===== config.mk =====
export PLATFORM = sky130hd
export DESIGN_NAME = step_phase_decoder
export DESIGN_NICKNAME = d
export VERILOG_FILES = /design/src/rtl/step_phase_decoder.sv
export SDC_FILE = /design/constraint.sdc
export NUM_CORES = 1
export LEC_CHECK = 0
export BUFFER_PORTS_ARGS = -buffer_cell sky130_fd_sc_hd__clkbuf_2
export CORE_MARGIN = 4
export CORE_UTILIZATION = 35
export DETAILED_ROUTE_END_ITERATION = 6
export HOLD_SLACK_MARGIN = 0.03
export SKIP_LAST_GASP = 1
export SLEW_MARGIN = 30
export SYNTH_ARGS = -nofsm -noshare
export SYNTH_HDL_FRONTEND = slang
export SYNTH_SLANG_ARGS = --single-unit

===== constraint.sdc =====
create_clock -name clk -period 3.1 [get_ports clk]
set_input_delay 0.93 -clock clk [delete_from_list [all_inputs] [get_ports clk]]
set_output_delay 0.93 -clock clk [all_outputs]
set_load 0.03 [all_outputs]

===== src/rtl/step_phase_decoder.sv =====
// Decodes the four coil-drive lines of a full-step motor into position, direction and step strobe.
// Optional idle/stall detector enabled with `define STEP_PHASE_STALL_DETECT_EN.
module step_phase_decoder #(
    parameter int unsigned POS_W       = 16,
    parameter int unsigned SYNC_STAGES = 2
`ifdef STEP_PHASE_STALL_DETECT_EN
    ,
    parameter int unsigned STALL_CYC   = 1024
`endif
) (
    input  logic             clk,
    input  logic             rst,
    input  logic             a,
    input  logic             an,
    input  logic             b,
    input  logic             bn,
    input  logic             clr,
    output logic [POS_W-1:0] pos,
    output logic             dir,
    output logic             step,
    output logic             energised,
    output logic             fault,
    output logic [1:0]       fault_code
`ifdef STEP_PHASE_STALL_DETECT_EN
    ,
    output logic             stall
`endif
);

    localparam int unsigned SS = (SYNC_STAGES < 1) ? 1 : SYNC_STAGES;

    localparam logic [1:0] CODE_NONE    = 2'b00;
    localparam logic [1:0] CODE_ILLEGAL = 2'b01;
    localparam logic [1:0] CODE_PAIR    = 2'b10;

    // Input synchronizer, one 4-bit word {a, an, b, bn} per stage
    logic [3:0] sync_q [SS];

    always_ff @(posedge clk or posedge rst) begin
        if (rst) begin
            for (int i = 0; i < SS; i++) sync_q[i] <= 4'b0000;
        end else begin
            sync_q[0] <= {a, an, b, bn};
            for (int i = 1; i < SS; i++) sync_q[i] <= sync_q[i-1];
        end
    end

    logic [3:0] smp;
    logic       smp_idle;
    logic       smp_valid;
    logic [1:0] cur_phase;

    assign smp       = sync_q[SS-1];
    assign smp_idle  = (smp == 4'b0000);
    assign smp_valid = (smp[3] ^ smp[2]) & (smp[1] ^ smp[0]);
    assign cur_phase = {smp[3], smp[1]};

    // Forward successor in the full-step Gray cycle 00 -> 10 -> 11 -> 01 -> 00
    function automatic logic [1:0] fwd_of(input logic [1:0] p);
        case (p)
            2'b00:   return 2'b10;
            2'b10:   return 2'b11;
            2'b11:   return 2'b01;
            default: return 2'b00;
        endcase
    endfunction

    logic [1:0]       prev_phase, prev_phase_n;
    logic             ref_valid, ref_valid_n;
    logic [POS_W-1:0] pos_n;
    logic             dir_n, step_n, energised_n, fault_n;
    logic [1:0]       fault_code_n;
    logic             is_fwd, is_rev, is_illegal;

    assign is_fwd     = (cur_phase == fwd_of(prev_phase));
    assign is_rev     = (prev_phase == fwd_of(cur_phase));
    assign is_illegal = ((cur_phase ^ prev_phase) == 2'b11);

    // Next-state: classify the synchronized sample, then let clr override
    always_comb begin
        pos_n        = pos;
        dir_n        = dir;
        step_n       = 1'b0;
        energised_n  = energised;
        fault_n      = fault;
        fault_code_n = fault_code;
        prev_phase_n = prev_phase;
        ref_valid_n  = ref_valid;

        if (smp_idle) begin
            energised_n = 1'b0;
            ref_valid_n = 1'b0;
        end else if (smp_valid) begin
            energised_n  = 1'b1;
            prev_phase_n = cur_phase;
            ref_valid_n  = 1'b1;
            if (ref_valid) begin
                if (is_fwd) begin
                    pos_n  = pos + POS_W'(1);
                    dir_n  = 1'b1;
                    step_n = 1'b1;
                end else if (is_rev) begin
                    pos_n  = pos - POS_W'(1);
                    dir_n  = 1'b0;
                    step_n = 1'b1;
                end else if (is_illegal) begin
                    fault_n = 1'b1;
                    if (!fault) fault_code_n = CODE_ILLEGAL;
                end
            end
        end else begin
            energised_n = 1'b0;
            ref_valid_n = 1'b0;
            fault_n     = 1'b1;
            if (!fault) fault_code_n = CODE_PAIR;
        end

        if (clr) begin
            pos_n        = '0;
            dir_n        = dir;
            step_n       = 1'b0;
            fault_n      = 1'b0;
            fault_code_n = CODE_NONE;
        end
    end

    always_ff @(posedge clk or posedge rst) begin
        if (rst) begin
            pos        <= '0;
            dir        <= 1'b0;
            step       <= 1'b0;
            energised  <= 1'b0;
            fault      <= 1'b0;
            fault_code <= CODE_NONE;
            prev_phase <= 2'b00;
            ref_valid  <= 1'b0;
        end else begin
            pos        <= pos_n;
            dir        <= dir_n;
            step       <= step_n;
            energised  <= energised_n;
            fault      <= fault_n;
            fault_code <= fault_code_n;
            prev_phase <= prev_phase_n;
            ref_valid  <= ref_valid_n;
        end
    end

`ifdef STEP_PHASE_STALL_DETECT_EN
    localparam int unsigned CNT_W = ($clog2(STALL_CYC + 1) < 1) ? 1 : $clog2(STALL_CYC + 1);

    logic [CNT_W-1:0] idle_cnt, idle_cnt_n;

    // Saturating count of energised cycles without a step
    always_comb begin
        idle_cnt_n = idle_cnt;
        if (clr || step || !energised) begin
            idle_cnt_n = '0;
        end else if (idle_cnt < CNT_W'(STALL_CYC)) begin
            idle_cnt_n = idle_cnt + CNT_W'(1);
        end
    end

    always_ff @(posedge clk or posedge rst) begin
        if (rst) begin
            idle_cnt <= '0;
            stall    <= 1'b0;
        end else begin
            idle_cnt <= idle_cnt_n;
            stall    <= (idle_cnt_n >= CNT_W'(STALL_CYC));
        end
    end
`endif

endmodule


; ---- After elaboration in Yosys (flattened, before gate mapping)
; Index checks and enable logic that the tools add are counted.
; W data, S select, Z words.
[classes]
addsub = 2
mul = 0
n_div = 0
order_cmp = 0
n_eq_ne = 14
shift = 0
muxes = 34
bitwise_logic = 6
reduce_logical = 12
[ops]
columns = cell, n
row1 = $mux W16, 6
row2 = $mux W2, 9
row3 = $mux W1, 17
row4 = $add A16 B1 Y16 const B, 1
row5 = $sub A16 B1 Y16 const B, 1
row6 = $pmux W2 S3, 2
row7 = $eq A2 B2 Y1 const B, 5
row8 = $reduce_and A5 Y1, 2
row9 = $ne A3 B2 Y1 const B, 3
row10 = $reduce_and A7 Y1, 1
row11 = $ne A3 B3 Y1 const B, 2
row12 = $ne A6 B6 Y1 const B, 1
row13 = $reduce_bool A2 Y1, 3
row14 = $eq A2 B2 Y1, 2
row15 = $logic_not A2 Y1, 2
row16 = $logic_not A4 Y1, 1
row17 = $reduce_and A4 Y1, 1
row18 = $reduce_bool A3 Y1, 1
row19 = $ne A2 B2 Y1 const B, 1
row20 = $not A1 Y1, 2
row21 = $reduce_and A2 Y1, 1
row22 = $xor A1 B1 Y1, 2
row23 = $xor A2 B2 Y2, 1
row24 = $and A1 B1 Y1, 1
[totals]
register_bits = 32
latchBits = 0
mem_bits_rw = 0
rom_bits = 0
out_inout_bits = 22
mem_count = 0

; ---- Longest topological paths before layout
[logic_depth]
depth_word = 9
depth_mapped = 9
mapped_depth_nobuf = 9

; ---- Worst setup path after synthesis
; OpenSTA, ideal clock, no wires.
[synth_path]
path_kind = reg-to-reg
from = reg sync_q, in the netlist smp[1]
to = reg pos[15]
setup_time_ns = 0.125
arrival_time_ns = 2.710
path_slack_ns = 0.265
stages_incl_launch_ff = 10
path_cell_list = dfrtp_1 > xnor2_1 > nand2_1 > ha_1 > o211ai_1 > o211ai_1 > a41oi_1 > nor2_1 > a211oi_2 > mux2_4
[synth_via]
elab_chain_len = 6
word_cells_on_any_way = 18
cone_classes = eq/ne: 5 / mux: 6 / bitwise: 2 / reduce/logical: 5
[synth_lines]
columns = element, line_no
row1 = "start, declared", 37  ; logic [3:0] sync_q [SS];
row2 = "parallel branches: the longest is 6 deep, another holds $reduce_and A4 Y1", -
row3 = "end signal, assigned", 138  ; pos <= pos_n;
row4 = "end, declared", 18  ; output logic [POS_W-1:0] pos,
; Several ways; the timed one is not identified. The select of a mux whose other input is x is not followed.
; A chain may end at the register's enable or synchronous reset.

; ---- Worst setup path after layout
[layout_path]
from = reg sync_q, in the netlist smp[1]
to = reg pos[14]
; The elaborated chain is that of the path after synthesis.

==> out/qor.csv <==
stage;metric;value;unit
logic_synthesis;dominantRegCellSynth;dfrtp_1;
layout;area_delta_synth_final;17.17;%
layout;nets;268;
clock_network;cts.sink_count;32;
sta;max_freq;351.8;MHz
routing;vias;1600;
worst_setup_path;path_class;register to register;
grt;grt_pass1_wl;7038;um
routing;drtIter0Drc;62;
layout;n_antenna_cell;0;
logic_synthesis;ys_types;42;
power_and_ir_drop;leakagePower;0.001088;uW
logic_synthesis;ys_seq_area_frac;0.4056;
worst_setup_path;worstPathRequired;3.33;ns
layout;final_cell_mix;dfrtp_1 (32), clkbuf_2 (28), nand2_1 (25);
layout;fillCellCount;563;
grt;grt_pass1_vias;1532;
sta;fin_setup_tns;0;ns
grt;grt_max_degree;33;
floorplan;fp.dieW;83.11;um
sta;hold_viol;0;
floorplan;core;5473;um^2
logic_synthesis;synthArstFlopShare;1.000;
grt;grt-ovfl-total;0;
worst_setup_path;endpoint_kind;register;
routing;ant_nets;0;
place;post-place-cells;307;
clock_network;path_clk_slew;0.08;ns
sta;drv_slew;0;
layout;multi_input_area;1119;um^2
power_and_ir_drop;p_sw_frac;0.4011;
worst_setup_path;crit_arrival;3.07;ns
flow_run;maxCapViolations;0;
power_and_ir_drop;intPower;857.5;uW
clock_network;clockRootBuffer;clkbuf_8;
sta;finalCriticalPeriod;2.843;ns
sta;fin_skew;0.009371;ns
logic_synthesis;ys_ff_latch;32;
floorplan;io_pins;29;
floorplan;floorplan.initialDensity;0.3608;
routing;drt-vias-per-instance;5.079;
clock_network;cts_inserted_buffers;5;
layout;final_common_cell;dfrtp_1;
sta;period_share;0.9170;
clock_network;clk_latency;0.29;ns
sta;final-setup-viol-count;0;
power_and_ir_drop;power_frac_comb;0.426;
sta;slew_headroom;0.6493;
clock_network;postCtsSetupBuffers;0;
place;hpwl;3118;um
clock_network;cts_hold_buf;0;
grt;grt_usage;0.1245;
clock_network;ctsResizeCount;0;
routing;drc;0;
sta;rsz0062_at_grt;false;
floorplan;chipHeight;83.11;um
worst_setup_path;worst_setup_path_start_kind;register;
logic_synthesis;synth-edff-count;0;
logic_synthesis;syn_nets;233;
logic_synthesis;syn_avg_cell_area;9.538;um^2
power_and_ir_drop;clock_power_share;0.237;
floorplan;rows;27;
routing;wl_per_cell;13.46;um
place;postPlaceCellArea;2221;um^2
grt;antenna_found_initial;0;
min_path;hp-class;register to register;
power_and_ir_drop;switchingPower;574.2;uW
layout;final_cells;315;
logic_synthesis;synth_area;1974;um^2
routing;first_pass_iters;4;
sta;worstMarginPinSlew;0.5260;ns
power_and_ir_drop;p_seq_frac;0.337;
floorplan;die-area;6906;um^2
clock_network;cts_tree;yes;
layout;seq_area;800.8;um^2
layout;drive_above_1_share;0.1934;
logic_synthesis;ys_warn_count;0;
clock_network;htree_levels;2;
logic_synthesis;synth_cells;207;
place;gp_congestion;0.7928;
outcome;status;finished clean;
power_and_ir_drop;power.density;618.9;nW/um^2
place;numPortBuffers;28;
worst_setup_path;crit_fanout;11;
power_and_ir_drop;peakVddDrop;0.0002601;V
routing;drt-total-wl;4241;um
clock_network;clockBufferDepth;2;
layout;fin_area;2313;um^2
==> power groups by stage <==
stage / clock [uW] / sequential [uW] / combinational (uW)
3_3_place_gp: 0 / 491 / 603
6_report: 340 / 482 / 609
4_1_cts: 349 / 483 / 612
2_1_floorplan: 0 / 536 / 425
3_5_place_dp: 0 / 491 / 608
5_1_grt: 370 / 489 / 680
==> layout make-up <==
cell class,instances,share of cell area
well taps,72,0.03894
clock buffers,5,0.02975
multi-input cells,161,0.4835
repair buffers,33,0.07680
inverters,9,0.01460
clock inverters,3,0.01028
flip-flops and latches,32,0.3461
==> path summary, 6_finish.rpt <==
check / cells past startpoint / end / slack [ns] / startpoint
min in group asynchronous: 3 / pos[1]$_DFFE_PP0P_ / 0.69 / rst
worst max register to register: 10 / pos[14]$_DFFE_PP0P_ / 0.26 / smp[1]$_DFF_PP0_
max in group asynchronous: 3 / pos[9]$_DFFE_PP0P_ / 2.11 / rst
worst min register to register: 0 / smp[2]$_DFF_PP0_ / 0.35 / sync_q[6]$_DFF_PP0_
worst min-delay path: 0 / smp[2]$_DFF_PP0_ / 0.35 / sync_q[6]$_DFF_PP0_
worst max-delay path: 10 / pos[14]$_DFFE_PP0P_ / 0.26 / smp[1]$_DFF_PP0_
==> worst max-delay path: stages (launching register included) <==
cell,delay [ns]
dfrtp_1,0.43
xnor2_1,0.25
nand2_1,0.11
buf_4,0.20
ha_1,0.33
a21oi_1,0.20
a21oi_1,0.14
o31a_1,0.36
o21a_1,0.21
a2111oi_0,0.39
o31a_1,0.17
==> registers in the layout, summed over array words and instances, names as in the netlist <==
register / flops
step: 1
smp: 4
fault_code: 2
ref_valid: 1
fault: 1
pos: 16
sync_q: 4
dir: 1
prev_phase: 2
==> metal layers <==
layer / global-route usage / part of all wire / vias to the layer above
met4: 0.04458 / 0.012 / 0
met5: 0 / 0 / -
li1: - / - / 820
met3: 0.03175 / 0.039 / 4
met2: 0.1902 / 0.44 / 27
met1: 0.1699 / 0.51 / 749
==> synthesized netlist by cell type, types with 2 or more instances <==
cell / count / area [um^2]
a2111oi_0: 2 / 17.52
a211oi_1: 4 / 30.03
a21boi_0: 2 / 15.01
a21o_1: 2 / 15.01
a21oi_1: 22 / 110.1
buf_2: 2 / 10.01
clkbuf_1: 3 / 11.26
dfrtp_1: 32 / 800.8
ha_1: 18 / 225.2
inv_1: 9 / 33.78
mux2_2: 3 / 33.78
nand2_1: 25 / 93.84
nand3_1: 2 / 10.01
nor2_1: 16 / 60.06
nor2b_1: 4 / 25.02
nor3_1: 3 / 15.01
nor3b_1: 3 / 22.52
o211ai_1: 4 / 30.03
o21a_1: 3 / 22.52
o21ai_0: 9 / 45.04
o31a_1: 2 / 17.52
or3_1: 4 / 25.02
xnor2_1: 8 / 70.07
xor2_1: 7 / 61.31
==> cells by family after synthesis <==
family          synth area share
xor+xnor                 0.06654
mux                      0.02978
buf+inv                  0.02788
simple gates              0.1483
compound gates            0.1977
flops                     0.4056
fa+ha+maj                 0.1242
==> metrics by stage <==
stage	setup slack (ns)	util	hold slack, ns	power, uW
global placement	0.3186	0.4058	0.3335	1094
finish	0.2573	0.4227	0.3503	1432
CTS	0.2447	0.4227	0.3530	1445
floorplan	0.2651	-	0.3312	961.1
detailed placement	0.2604	0.4058	0.3347	1100
global route	0.02977	0.4227	0.3586	1539
No activity file was read; power rests on OpenSTA's default activity.
